===== src/rtl/fpu_pkg.sv =====
// rtl/fpu_pkg.sv - shared FP issue constants, state type and opcode legality helper
package fpu_pkg;

    localparam int N = 32;
    localparam int L = 4;

    localparam logic [5:0] ITOF = 6'h33;
    localparam logic [5:0] FTOI = 6'h34;
    localparam logic [5:0] FADD = 6'h35;
    localparam logic [5:0] FSUB = 6'h36;
    localparam logic [5:0] FNEG = 6'h39;

    localparam int LAT_ITOF = 6;
    localparam int LAT_FTOI = 6;
    localparam int LAT_FADD = 15;
    localparam int LAT_FSUB = 15;
    localparam int LAT_FNEG = 50;

    typedef enum logic [1:0] {
        IDLE  = 2'd0,
        ISSUE = 2'd1,
        ABORT = 2'd2,
        GAP   = 2'd3
    } issue_state_t;

    function automatic logic is_legal_fp_op(input logic [5:0] op);
        return (op == ITOF) || (op == FTOI) || (op == FADD) ||
               (op == FSUB) || (op == FNEG);
    endfunction

endpackage


===== src/rtl/fpu_issue_ctrl_if.sv =====
// rtl/fpu_issue_ctrl_if.sv - decode request, FPU operand and writeback response signal bundle
interface fpu_issue_ctrl_if #(
    parameter int N     = fpu_pkg::N,
    parameter int L     = fpu_pkg::L,
    parameter int TAG_W = 4
);
    logic             req_valid;
    logic             req_ready;
    logic [5:0]       req_opcode;
    logic [N*L-1:0]   req_a;
    logic [N*L-1:0]   req_b;
    logic [TAG_W-1:0] req_tag;

    logic             fpu_ivalid;
    logic [5:0]       fpu_opcode;
    logic [N*L-1:0]   fpu_a;
    logic [N*L-1:0]   fpu_b;
    logic             fpu_stall;
    logic [N*L-1:0]   fpu_o;
    logic             fpu_finish;

    logic             rsp_valid;
    logic             rsp_ready;
    logic [N*L-1:0]   rsp_data;
    logic [TAG_W-1:0] rsp_tag;
    logic             rsp_err;

    logic             busy;

    modport master (
        input  req_valid, req_opcode, req_a, req_b, req_tag,
        input  fpu_o, fpu_finish, rsp_ready,
        output req_ready, fpu_ivalid, fpu_opcode, fpu_a, fpu_b, fpu_stall,
        output rsp_valid, rsp_data, rsp_tag, rsp_err, busy
    );

    modport slave (
        output req_valid, req_opcode, req_a, req_b, req_tag,
        output fpu_o, fpu_finish, rsp_ready,
        input  req_ready, fpu_ivalid, fpu_opcode, fpu_a, fpu_b, fpu_stall,
        input  rsp_valid, rsp_data, rsp_tag, rsp_err, busy
    );

endinterface


===== src/rtl/fpu_rsp_buffer.sv =====
// rtl/fpu_rsp_buffer.sv - one-entry response register holding {data, tag, err}
module fpu_rsp_buffer #(
    parameter int DATA_W = 128,
    parameter int TAG_W  = 4
) (
    input  logic              clk,
    input  logic              rst_n,
    input  logic              push,
    input  logic              pop,
    input  logic [DATA_W-1:0] push_data,
    input  logic [TAG_W-1:0]  push_tag,
    input  logic              push_err,
    output logic              full,
    output logic [DATA_W-1:0] data,
    output logic [TAG_W-1:0]  tag,
    output logic              err
);

    // A push in the same cycle as a pop replaces the entry and keeps it full.
    always_ff @(posedge clk or negedge rst_n) begin
        if (!rst_n) begin
            full <= 1'b0;
            data <= '0;
            tag  <= '0;
            err  <= 1'b0;
        end else if (push) begin
            full <= 1'b1;
            data <= push_data;
            tag  <= push_tag;
            err  <= push_err;
        end else if (pop) begin
            full <= 1'b0;
        end
    end

endmodule


===== src/rtl/fpu_issue_ctrl.sv =====
// rtl/fpu_issue_ctrl.sv - single-outstanding FP request issue controller with watchdog and response buffer
module fpu_issue_ctrl
    import fpu_pkg::*;
#(
    parameter int TAG_W   = 4,
    parameter int TIMEOUT = 63,
    parameter int WD_W    = $clog2(TIMEOUT + 1)
) (
    input  logic clk,
    input  logic rst_n,
    fpu_issue_ctrl_if.master io
);

    issue_state_t     state;
    issue_state_t     state_nxt;
    logic [5:0]       op_q;
    logic [N*L-1:0]   a_q;
    logic [N*L-1:0]   b_q;
    logic [TAG_W-1:0] tag_q;
    logic [WD_W-1:0]  wd_q;

    logic             accept;
    logic             buf_free;
    logic             buf_full;
    logic             push;
    logic [N*L-1:0]   push_data;
    logic             push_err;
    logic [N*L-1:0]   buf_data;
    logic [TAG_W-1:0] buf_tag;
    logic             buf_err;
    logic             wd_expired;

    assign accept     = io.req_valid && io.req_ready;
    assign buf_free   = !buf_full || io.rsp_ready;
    assign wd_expired = (wd_q == WD_W'(TIMEOUT - 1));

    always_ff @(posedge clk or negedge rst_n) begin
        if (!rst_n) begin
            state <= IDLE;
        end else begin
            state <= state_nxt;
        end
    end

    always_ff @(posedge clk or negedge rst_n) begin
        if (!rst_n) begin
            op_q  <= '0;
            a_q   <= '0;
            b_q   <= '0;
            tag_q <= '0;
        end else if (accept) begin
            op_q  <= io.req_opcode;
            a_q   <= io.req_a;
            b_q   <= io.req_b;
            tag_q <= io.req_tag;
        end
    end

    // The watchdog only counts cycles waiting for finish; a stalled finish freezes it.
    always_ff @(posedge clk or negedge rst_n) begin
        if (!rst_n) begin
            wd_q <= '0;
        end else if (accept) begin
            wd_q <= '0;
        end else if (state == ISSUE && !io.fpu_finish) begin
            wd_q <= wd_q + 1'b1;
        end
    end

    always_comb begin
        state_nxt = state;
        case (state)
            IDLE: begin
                if (accept) begin
                    state_nxt = is_legal_fp_op(io.req_opcode) ? ISSUE : ABORT;
                end
            end
            ISSUE: begin
                if (io.fpu_finish) begin
                    if (buf_free) begin
                        state_nxt = GAP;
                    end
                end else if (wd_expired) begin
                    state_nxt = ABORT;
                end
            end
            ABORT: begin
                if (buf_free) begin
                    state_nxt = IDLE;
                end
            end
            GAP: begin
                state_nxt = IDLE;
            end
            default: begin
                state_nxt = IDLE;
            end
        endcase
    end

    always_comb begin
        io.req_ready  = rst_n && (state == IDLE);
        io.fpu_ivalid = (state == ISSUE);
        io.fpu_stall  = (state == ISSUE) && io.fpu_finish && !buf_free;
        push          = 1'b0;
        push_data     = '0;
        push_err      = 1'b0;
        if (state == ISSUE && io.fpu_finish && buf_free) begin
            push      = 1'b1;
            push_data = io.fpu_o;
        end else if (state == ABORT && buf_free) begin
            push      = 1'b1;
            push_err  = 1'b1;
        end
    end

    assign io.fpu_opcode = op_q;
    assign io.fpu_a      = a_q;
    assign io.fpu_b      = b_q;

    fpu_rsp_buffer #(
        .DATA_W (N * L),
        .TAG_W  (TAG_W)
    ) u_rsp_buffer (
        .clk       (clk),
        .rst_n     (rst_n),
        .push      (push),
        .pop       (io.rsp_ready),
        .push_data (push_data),
        .push_tag  (tag_q),
        .push_err  (push_err),
        .full      (buf_full),
        .data      (buf_data),
        .tag       (buf_tag),
        .err       (buf_err)
    );

    assign io.rsp_valid = buf_full;
    assign io.rsp_data  = buf_data;
    assign io.rsp_tag   = buf_tag;
    assign io.rsp_err   = buf_err;
    assign io.busy      = (state != IDLE) || buf_full;

endmodule

===== src/flat_wrapper.sv =====
// flat-port wrapper written by rule: the top's interface ports become plain ports
module fpu_issue_ctrl_flat import fpu_pkg::*;
#(
    parameter int TAG_W   = 4,
    parameter int TIMEOUT = 63,
    parameter int WD_W    = $clog2(TIMEOUT + 1)
)
  (clk, rst_n, io_req_valid, io_req_opcode, io_req_a, io_req_b, io_req_tag, io_fpu_o, io_fpu_finish, io_rsp_ready, io_req_ready, io_fpu_ivalid, io_fpu_opcode, io_fpu_a, io_fpu_b, io_fpu_stall, io_rsp_valid, io_rsp_data, io_rsp_tag, io_rsp_err, io_busy);
  fpu_issue_ctrl_if #(.TAG_W(TAG_W)) io_i ();
  input  logic clk;
  input  logic rst_n;
  input wire logic [$bits(io_i.req_valid)-1:0] io_req_valid;
  input wire logic [$bits(io_i.req_opcode)-1:0] io_req_opcode;
  input wire logic [$bits(io_i.req_a)-1:0] io_req_a;
  input wire logic [$bits(io_i.req_b)-1:0] io_req_b;
  input wire logic [$bits(io_i.req_tag)-1:0] io_req_tag;
  input wire logic [$bits(io_i.fpu_o)-1:0] io_fpu_o;
  input wire logic [$bits(io_i.fpu_finish)-1:0] io_fpu_finish;
  input wire logic [$bits(io_i.rsp_ready)-1:0] io_rsp_ready;
  output wire logic [$bits(io_i.req_ready)-1:0] io_req_ready;
  output wire logic [$bits(io_i.fpu_ivalid)-1:0] io_fpu_ivalid;
  output wire logic [$bits(io_i.fpu_opcode)-1:0] io_fpu_opcode;
  output wire logic [$bits(io_i.fpu_a)-1:0] io_fpu_a;
  output wire logic [$bits(io_i.fpu_b)-1:0] io_fpu_b;
  output wire logic [$bits(io_i.fpu_stall)-1:0] io_fpu_stall;
  output wire logic [$bits(io_i.rsp_valid)-1:0] io_rsp_valid;
  output wire logic [$bits(io_i.rsp_data)-1:0] io_rsp_data;
  output wire logic [$bits(io_i.rsp_tag)-1:0] io_rsp_tag;
  output wire logic [$bits(io_i.rsp_err)-1:0] io_rsp_err;
  output wire logic [$bits(io_i.busy)-1:0] io_busy;
  assign io_i.req_valid = io_req_valid;
  assign io_i.req_opcode = io_req_opcode;
  assign io_i.req_a = io_req_a;
  assign io_i.req_b = io_req_b;
  assign io_i.req_tag = io_req_tag;
  assign io_i.fpu_o = io_fpu_o;
  assign io_i.fpu_finish = io_fpu_finish;
  assign io_i.rsp_ready = io_rsp_ready;
  assign io_req_ready = io_i.req_ready;
  assign io_fpu_ivalid = io_i.fpu_ivalid;
  assign io_fpu_opcode = io_i.fpu_opcode;
  assign io_fpu_a = io_i.fpu_a;
  assign io_fpu_b = io_i.fpu_b;
  assign io_fpu_stall = io_i.fpu_stall;
  assign io_rsp_valid = io_i.rsp_valid;
  assign io_rsp_data = io_i.rsp_data;
  assign io_rsp_tag = io_i.rsp_tag;
  assign io_rsp_err = io_i.rsp_err;
  assign io_busy = io_i.busy;
  fpu_issue_ctrl #(.TAG_W(TAG_W), .TIMEOUT(TIMEOUT), .WD_W(WD_W)) u_core (.clk(clk), .rst_n(rst_n), .io(io_i));
endmodule

===== config.mk =====
export PLATFORM = sky130hd
export DESIGN_NAME = fpu_issue_ctrl_flat
export DESIGN_NICKNAME = d
export VERILOG_FILES = /design/src/rtl/fpu_pkg.sv /design/src/rtl/fpu_issue_ctrl_if.sv /design/src/rtl/fpu_rsp_buffer.sv /design/src/rtl/fpu_issue_ctrl.sv /design/src/flat_wrapper.sv
export SDC_FILE = /design/constraint.sdc
export NUM_CORES = 1
export LEC_CHECK = 0
export ABC_AREA = 1
export BUFFER_PORTS_ARGS = -buffer_cell sky130_fd_sc_hd__buf_2
export CORE_AREA = 2 2 315 317
export CTS_CLUSTER_DIAMETER = 60
export DETAILED_ROUTE_END_ITERATION = 10
export DIE_AREA = 0 0 317 319
export GPL_TIMING_DRIVEN = 1
export PLACE_DENSITY = 0.47
export SLEW_MARGIN = 30
export SYNTH_ARGS = -nofsm -noshare
export SYNTH_HDL_FRONTEND = slang
export SYNTH_HIERARCHICAL = 1
export SYNTH_SLANG_ARGS = --single-unit

===== constraint.sdc =====
create_clock -name clk -period 3.4 [get_ports clk]
set_input_delay 0.17 -clock clk [delete_from_list [all_inputs] [get_ports clk]]
set_output_delay 0.17 -clock clk [all_outputs]
set_load 0.01 [all_outputs]

-- Yosys cells after proc, flatten, opt, wreduce, memory -nomap -nowiden
Cells that the tools add are included.
- logic and storage cells: 60
- bits of input ports: 399
- output and inout bits: 400
- register bits after elaboration: 408
- eq/ne operators: 13
- add/sub/neg operators: 1
- muxes and demuxes: 15
- reduce and logical (&&, ||, !) cells: 21
- operator list (cell ; number):
    $mux 128 ; 1
    $eq 6x6->1 const B ; 6
    $mux 2 ; 6
    $mux 6 ; 2
    $pmux 2 s4 ; 1
    $logic_and 1x1->1 ; 7
    $add 6x1->6 const B ; 1
    $logic_or 1x1->1 ; 6
    $ne 3x2->1 const B ; 2
    $reduce_bool 2->1 ; 3
    $mux 1 ; 5
    $eq 2x2->1 const B ; 2
    $ne 2x1->1 const B ; 2
    $reduce_and 4->1 ; 1
    $logic_not 1->1 ; 3
    $eq 2x1->1 const B ; 1
    $logic_not 2->1 ; 1

-- Longest topological paths before layout
Gate-level depths: netlist (run 1).
- depth after elaboration: 8
- depth in mapped cells: 10
- mapped depth without buffers: 10

-- Modules after synthesis
Netlist (run 1), hierarchy kept.
- modules (own cells, without submodules) (module ; times used ; cells an instance ; area each (um^2) ; seq. area each (um^2)):
    fpu_issue_ctrl ; 1 ; 1481 ; 11683.7 ; 6856.6
    fpu_rsp_buffer ; 1 ; 566 ; 5079.9 ; 3353.2

-- Least setup slack after synthesis (run 1)
Ideal clock, no wire load.
- path type: register -> register
- start: register u_core.state[1]
- end: register u_core.u_rsp_buffer.data[100]
- setup slack: 1.978 ns
- cell stages (with the launch flop): 10
- library setup time: 0.117 ns
- required time: 3.283 ns
- arrival: 1.305 ns
- clock period less this slack: 1.422 ns
- path buffers: 3
- cells stage by stage: dfrtp_1 inv_1 nand3_1 a21oi_1 buf_4 inv_4 buf_6 buf_6 nand2_1 nand2_1
- cells in the longest elaborated chain, start to end: 4
- elaborated cells between the ends (all ways): 8
- those cells by class: eq/ne: 2; mux: 3; reduce/logical: 3
- RTL lines (what ; line ; source):
    start, declared ; fpu_issue_ctrl.sv:14 ; issue_state_t state;
    start signal, assigned ; fpu_issue_ctrl.sv:41 ; state <= state_nxt;
    $eq 2x2->1 / $eq 2x1->1 (equally long branches) ; fpu_issue_ctrl.sv:111, fpu_issue_ctrl.sv:108 ;
    $logic_and 1x1->1 (on tied branches) ; fpu_issue_ctrl.sv:111, fpu_issue_ctrl.sv:108 ;
    $mux 1 / $logic_and 1x1->1 (equally long branches) ; fpu_issue_ctrl.sv:111, fpu_issue_ctrl.sv:108 ;
    $mux 1 (*) ; fpu_issue_ctrl.sv:108 ; if (state == ISSUE && io.fpu_finish && buf_free) begin
    named net u_core.push ; fpu_issue_ctrl.sv:25 ; logic push;
    end signal, assigned ; fpu_rsp_buffer.sv:28 ; data <= push_data;
    end, declared ; fpu_rsp_buffer.sv:14 ; output logic [DATA_W-1:0] data,
The timed path passes the listed nets; every way through them passes the cells marked *.
A chain may end at the register's enable or synchronous reset.

-- Worst setup path in the final report (run 1)
- start: input port rst_n
- end: register u_core.b_q[79] (netlist: u_core/io.fpu_b[79])
- cells in the longest elaborated chain, start to end: 2
- RTL lines (what ; line ; source):
    start, declared ; flat_wrapper.sv:11 ; input logic rst_n;
    $logic_and 1x1->1 ; fpu_issue_ctrl.sv:102 ; io.req_ready = rst_n && (state == IDLE);
    $logic_and 1x1->1 ; fpu_issue_ctrl.sv:33 ; assign accept = io.req_valid && io.req_ready;
    end signal, assigned ; fpu_issue_ctrl.sv:54 ; b_q <= io.req_b;
    end, declared ; fpu_issue_ctrl.sv:18 ; logic [N*L-1:0] b_q;
No other way between the ends.

==> impl_metrics.py, run 1 <==
metrics = {
    "yosys": {
        "yosysTopAreaCell": "dfrtp_1",
        "synth_area_leaders": "dfrtp_1 61%, nand2_1 27%, inv_1 3.3%, nor2_1 3.2%, buf_4 1.9%",
        "synth_top_family_by_area": "simple AND/OR/NAND/NOR gates",
        "synth.top_cell.area_share_pct": 60.9,
        "yosysSeqAreaShare_pct": 60.9,
        "yosys.cell_types.count": 18,
        "synth_fp_nets": 2448,
        "avgSynthCellArea_um2": 8.19,
        "synth_adder_area_share_pct": 0.149,
        "synth_xor_area_share_pct": 0,
        "ys_ff_latch": 408,
        "synth-simple-area-share_pct": 30.9,
        "synth-compound-area-share_pct": 0.358,
        "synthesis.area_mm2": 0.0168,
        "ys.warnings.count": 6,
        "synthMuxAreaShare_pct": 0,
        "synth_cells": 2047,
    },
    "finish": {
        "fill_cells": 10500,
        "syn2layout_area_growth_pct": 66.4,
        "multi_input_area_mm2": 0.00529,
        "diodes": 0,
        "nets": 3623,
        "drive_gt1_share_pct": 28.0,
        "final-seq-area_mm2": 0.0102,
        "fin_util_pct": 28.5,
    },
    "status": {
        "status": "finished, final reports clean",
    },
    "critical_path": {
        "critPathSlowestCell": "dlygate4sd3_1",
        "crit_chain": "dlygate4sd3_1 > dlygate4sd3_1 > buf_8 > nand3_4 > inv_8 > buf_4 > nand2_1 > nand2_1",
        "slowest_delay_ns": 0.59,
        "worstPathArrival_ns": 2.96,
        "endpoint_kind": "flop",
        "startpoint_type": "primary input",
        "crit_required_ns": 3.94,
        "critical_path_class": "primary input to flop",
        "crit_fanout": 92,
    },
    "sta": {
        "min_period_ns": 2.43,
        "grt_setup_unrepaired": "false",
        "worst_slew_pin_slew_ns": 0.993,
        "final-hold-violation-count": 0,
        "setup_viol_count_final": 0,
        "clock_skew_ns": 0.0198,
        "fin_crit_sh_pct": 71.3,
        "clock.fmax_mhz": 412,
        "slew_viol_final": 0,
        "fin_setup_tns_ns": 0,
        "slew_headroom_pct": 33.8,
        "hold-worst-slack_ns": 0.150,
    },
    "die": {
        "start_util_pct": 17.2,
        "num_io_pins": 799,
        "fp.dieH_um": 319,
        "die_area_mm2": 0.101,
        "std_cell_rows": 115,
        "coreArea_mm2": 0.0977,
        "die_w_um": 317,
    },
    "pwr": {
        "leakage_nw": 16.1,
        "irDropWorstVdd_mv": 0.601,
        "power_density_mw_per_mm2": 721,
    },
    "cts": {
        "cts-htree-levels": 2,
        "cts_sinks": 408,
        "clk_latency_ns": 0.60,
        "clock-root-buffer": "clkbuf_16",
        "tritoncts": "built",
        "clockBufferDepth": 3,
        "path_clk_slew_ns": 0.06,
        "cts_made_buffers": 56,
    },
    "routing": {
        "wl_mm": 63.3,
        "firstDrtPassIters": 5,
        "drtIter0Drc": 949,
        "drc_errors": 0,
        "vias": 16800,
        "via_per_inst": 3.69,
        "wl_per_cell_um": 13.9,
        "drtAntennaViolNets": 0,
    },
    "global_route": {
        "grt_start_max_net_pins": 188,
        "grt_pass1_wl_mm": 96.0,
        "grt_pass1_vias": 17300,
        "overflow": 0,
        "grt_usage_pct": 12.0,
        "grt_antenna_before_repair": 2,
    },
    "flow_run": {
        "cap_violations": 0,
    },
    "placement": {
        "place_congestion": 0.793,
        "portBuffers": 798,
        "dp_hpwl_mm": 42.6,
    },
    "worst_hold_path": {
        "hold_class": "primary input to flop",
    },
}
where the power goes:
group	internal, W	switching, W	total, W
sequential	0.00655	0.000923	0.00747
clock	0.00365	0.00235	0.00600
combinational	0.00255	0.00407	0.00663
metal layers:
| metal | vias up | GRT usage [%] | part of all wire (%) |
|---|---|---|---|
| met5 | - | 0 | 0.021 |
| met2 | 580 | 20.8 | 48 |
| met1 | 7710 | 13.9 | 41 |
| li1 | 8365 | - | - |
| met3 | 122 | 3.37 | 7.8 |
| met4 | 2 | 4.27 | 3.4 |
sequential cells by signal (all words and copies together), names as in the netlist:
name / count
u_core/io.fpu_a: 128
u_core/io.fpu_b: 128
u_core/io.fpu_opcode: 6
u_core/state: 2
u_core/tag_q: 4
u_core/u_rsp_buffer/data: 128
u_core/u_rsp_buffer/err: 1
u_core/u_rsp_buffer/full: 1
u_core/u_rsp_buffer/tag: 4
u_core/wd_q: 6
area by class of cell:
type	count	area share, %
sequential	408	36.6
timing repair buffer	1219	29.8
multi-input combinational	1387	19.0
clock buffer	80	5.82
tap	1287	5.77
inverter	150	2.05
clock inverter	21	0.983
cell families after synthesis:
family | Yosys count
and+or+nand+nor | 1373
adders and majority gates | 2
buffers and inverters | 252
DFF | 408
AOI/OAI and AO/OA | 12
per-stage QoR:
step | power [W] | worst slack (ns) | area (um^2) | std cells
3_5_place_dp | 0.0139 | 1.11 | 21900 | 4050
2_1_floorplan | 0.0108 | 1.98 | 16800 | 2047
5_1_grt | 0.0215 | 0.865 | 27900 | 4552
6_report | 0.0201 | 0.975 | 27900 | 4552
4_1_cts | 0.0205 | 1.02 | 27800 | 4550
3_3_place_gp | 0.0138 | 1.16 | 21900 | 4050
layout by cell type, fill, tap and decap left out:
cell,synthesis,layout
nand2_1,1217,1216
buf_2,42,797
dfrtp_1,408,408
dlygate4sd3_1,0,399
inv_1,148,148
nor2_1,145,145
clkbuf_16,0,57
clkbuf_1,1,12
buf_4,42,12
clkbuf_8,0,11
o21ai_0,8,8
buf_12,0,8
inv_8,0,7
nand3_1,7,7
clkinvlp_4,0,5
bufinv_16,0,4
clkinv_4,0,3
a21oi_1,4,3
inv_6,0,2
ha_1,2,2
buf_16,0,2
clkinv_2,0,1
buf_8,0,1
nand2_4,0,1
nor2_4,1,1
and2_1,1,1
a21oi_4,0,1
nand3_4,0,1
nor3b_1,1,1
inv_4,1,1
cells in the mapped netlist:
cell type / number
ha_1: 2
nor2_4: 1
inv_1: 148
nor2_1: 145
nand2_1: 1217
o21ai_0: 8
buf_2: 42
dfrtp_1: 408
nor3b_1: 1
inv_4: 1
clkbuf_1: 1
buf_6: 17
nand3_1: 7
and2_1: 1
nand3_2: 1
a21oi_1: 4
inv_2: 1
buf_4: 42
worst paths after layout:
path	startpoint	end	slack (ns)	depth (start not counted)
max	rst_n	u_core/io.fpu_b[79]$_DFFE_PN0N_	0.97	8
min	io_req_valid	u_core/state[0]$_DFFE_PN0P_	0.15	7
max reg2reg	u_core/state[1]$_DFFE_PN0P_	u_core/u_rsp_buffer/data[61]$_DFFE_PN0P_	1.12	9
min reg2reg	u_core/u_rsp_buffer/tag[0]$_DFFE_PN0P_	u_core/u_rsp_buffer/tag[0]$_DFFE_PN0P_	0.46	2
max in group asynchronous	rst_n	u_core/io.fpu_a[96]$_DFFE_PN0N_	1.41	5
min in group asynchronous	rst_n	u_core/io.fpu_b[56]$_DFFE_PN0N_	0.58	3
critical path, delay by kind of cell:
kind,cells,cell delay (ns)
buffers and inverters,5,2.24
and+or+nand+nor,3,0.41
what timing repair did:
action / CTS / global route
endpoints found under the hold margin: 426 / 0
hold buffers: 399 / 0
buffers inserted: 0 / 0
gates resized for setup: 0 / 0
(Power assumes the default switching activity.)
==> run 2: changes to the inputs <==
- ABC_AREA: 1 -> 0
- CORE_AREA: 2 2 315 317 -> 2 2 307 309
- DIE_AREA: 0 0 317 319 -> 0 0 309 311
- PLACE_DENSITY: 0.47 -> 0.48
- clock period: 3.4 -> 2.3 ns (I/O delays scaled with it)
==> impl_metrics.py, run 2 <==
metrics = {
    "yosys": {
        "synth.top_cell.area_share_pct": 62.0,
        "ys.flop_type": "dfrtp_1",
        "synth_fp_nets": 1445,
        "ys.warnings.count": 6,
        "synth_cells": 1044,
        "synth_area_leaders": "dfrtp_1 62%, mux2_2 23%, mux2_4 5.4%, and2_1 4.9%, buf_4 1.3%",
        "avgSynthCellArea_um2": 15.8,
        "synth_most_common_cell": "dfrtp_1",
        "yosysSeqAreaShare_pct": 62.0,
        "yosys-top-cells-count": "408 x dfrtp_1, 340 x mux2_2, 129 x and2_1",
        "async_flop_share_pct": 100,
        "yosys.cell_types.count": 34,
        "yosysTopAreaCell": "dfrtp_1",
        "ys_ff_latch": 408,
        "synthesis.area_mm2": 0.0165,
        "synth_edf_count": 0,
    },
    "critical_path": {
        "critical_path_class": "flop to flop",
        "crit_required_ns": 2.78,
        "critPathSlowestCell": "dfrtp_1",
        "worstPathArrival_ns": 2.59,
        "crit_fanout": 51,
        "crit_chain": "nor2b_2 > nand2_1 > nor2_4 > or2_4 > buf_12 > mux2_2",
        "slowest_delay_ns": 0.42,
        "startpoint_type": "flop",
        "endpoint_kind": "flop",
    },
    "status": {
        "status": "finished, final reports clean",
    },
    "routing": {
        "drc_errors": 0,
        "wl_mm": 55.9,
        "via_per_inst": 3.69,
        "firstDrtPassIters": 4,
        "drtAntennaViolNets": 0,
        "wl_per_cell_um": 15.7,
        "drtIter0Drc": 541,
        "vias": 13100,
    },
    "cts": {
        "path_clk_slew_ns": 0.06,
        "clockBufferDepth": 3,
        "cts_sinks": 408,
        "cts-htree-levels": 2,
        "cts_made_buffers": 53,
        "tritoncts": "built",
        "clk_latency_ns": 0.62,
        "clock-root-buffer": "clkbuf_16",
        "cts_resized": 0,
    },
    "sta": {
        "slew_headroom_pct": 42.2,
        "setup_ws_ns": 0.188,
        "fin_setup_tns_ns": 0,
        "hold-worst-slack_ns": 0.0680,
        "grt_setup_unrepaired": "false",
        "setup_viol_count_final": 0,
        "fin_crit_sh_pct": 91.8,
        "clock.fmax_mhz": 473,
        "final-hold-violation-count": 0,
        "slew_viol_final": 0,
        "worst_slew_pin_slew_ns": 0.866,
        "clock_skew_ns": 0.0204,
        "min_period_ns": 2.11,
    },
    "die": {
        "std_cell_rows": 112,
        "die_area_mm2": 0.0961,
        "coreArea_mm2": 0.0928,
        "num_io_pins": 799,
        "start_util_pct": 17.8,
        "fp.dieH_um": 311,
        "die_w_um": 309,
    },
    "pwr": {
        "irDropWorstVdd_mv": 0.663,
        "p_int_w": 0.0199,
        "p_seq_share_pct": 37.9,
        "p_clk_share_pct": 28.6,
        "swShare_pct": 31.9,
        "leakage_nw": 13.5,
        "p_comb_share_pct": 33.5,
        "power_density_mw_per_mm2": 1050,
        "p_switching_w": 0.00933,
    },
    "placement": {
        "placed_cells": 3068,
        "pre_cts_slack_ns": 0.206,
        "place_area_mm2": 0.0220,
        "dp_hpwl_mm": 40.0,
        "place_congestion": 0.816,
        "portBuffers": 798,
    },
    "finish": {
        "diodes": 0,
        "fin_cells": 3563,
        "final_area_mm2": 0.0279,
        "fill_cells": 9384,
        "layout_common_cells": "798 x buf_2, 408 x dfrtp_1, 400 x dlygate4sd3_1, 340 x mux2_2, 129 x and2_1",
        "syn2layout_area_growth_pct": 69.1,
        "drive_gt1_share_pct": 57.1,
        "nets": 2672,
        "final_common_cell": "buf_2",
    },
    "global_route": {
        "grt_start_max_net_pins": 142,
        "grt_usage_pct": 11.2,
        "overflow": 0,
        "grt_antenna_before_repair": 2,
        "grt_pass1_vias": 14900,
        "grt_pass1_wl_mm": 84.4,
    },
    "worst_hold_path": {
        "hold_class": "primary input to async pin",
    },
    "flow_run": {
        "cap_violations": 0,
    },
}
-- run 2: cell types whose count changed after synthesis, moves of 5 or more --
cell,before,now
nand2_1,1217,5
mux2_2,0,340
inv_1,148,3
nor2_1,145,8
and2_1,1,129
mux2_4,0,59
buf_2,42,21
buf_4,42,29
buf_6,17,8
nand3_1,7,0
o21ai_0,8,1
xor2_1,0,5
-- run 2: cell families (layout without fill, tap and decap cells) --
| logic type | Yosys count | count (layout) | synth area share, % |
|---|---|---|---|
| xor+xnor | 6 | 6 | 0.319 |
| mux | 399 | 399 | 28.6 |
| buf+inv | 62 | 1327 | 2.60 |
| simple gates | 158 | 158 | 5.91 |
| flops | 408 | 408 | 62.0 |
| compound gates | 9 | 9 | 0.418 |
| fa+ha+maj | 2 | 2 | 0.152 |
-- run 2: final cells by class --
class	instances	area [um^2]	share of cell area, %
flip-flops and latches	408	10200	36.7
repair buffers	1231	8440	30.3
multi-input cells	574	5850	21.0
well taps	1254	1570	5.63
clock buffers	75	1540	5.53
clock inverters	18	236	0.849
inverters	3	11.3	0.0404
-- run 2: critical path: cells and delay by family (launching register included) --
family        cells  cell delay, ns
flops             1            0.42
simple gates      4            0.79
mux               1            0.38
buf+inv           1            0.31
-- run 2: metrics by stage --
step | util [%] | power [W]
6_report | 30.0 | 0.0292
3_5_place_dp | 23.8 | 0.0205
4_1_cts | 30.0 | 0.0297
2_1_floorplan | - | 0.0160
3_3_place_gp | 23.8 | 0.0203
5_1_grt | 30.0 | 0.0309
-- run 2: final timing paths --
| kind | from | to | slack (ns) | cells after the start |
|---|---|---|---|---|
| worst max-delay path | u_core/state[0]$_DFFE_PN0P_ | u_core/u_rsp_buffer/data[38]$_DFFE_PN0P_ | 0.19 | 6 |
| worst min-delay path | rst_n | u_core/io.fpu_a[77]$_DFFE_PN0N_ | 0.07 | 3 |
| worst max register to register | u_core/state[0]$_DFFE_PN0P_ | u_core/u_rsp_buffer/data[38]$_DFFE_PN0P_ | 0.19 | 6 |
| worst min register to register | u_core/io.fpu_b[2]$_DFFE_PN0N_ | u_core/io.fpu_b[2]$_DFFE_PN0N_ | 0.50 | 1 |
| max in group asynchronous | rst_n | u_core/io.fpu_b[97]$_DFFE_PN0N_ | 1.08 | 4 |
| min in group clk | io_req_a[105] | u_core/io.fpu_a[105]$_DFFE_PN0N_ | 0.26 | 3 |
-- run 2: per-layer routing --
layer / up-vias / GRT usage (%) / wire length, um
met5: - / 0 / 13
met1: 6494 / 11.5 / 20400
met3: 115 / 3.60 / 4210
met2: 477 / 20.7 / 29200
li1: 6047 / - / -
met4: 2 / 4.61 / 2120
-- run 2: timing repair --
action,CTS,global route
hold buffers,401,0
hold endpoints to repair,636,0
buffers inserted,0,0
-- run 2: power by group through the flow --
stage | Combinational (W) | Clock (W) | Sequential, W
global placement | 0.00921 | 0 | 0.0111
floorplan | 0.00377 | 0 | 0.0122
global route | 0.0105 | 0.00899 | 0.0114
CTS | 0.00992 | 0.00869 | 0.0111
detailed placement | 0.00935 | 0 | 0.0111
finish | 0.00979 | 0.00836 | 0.0111
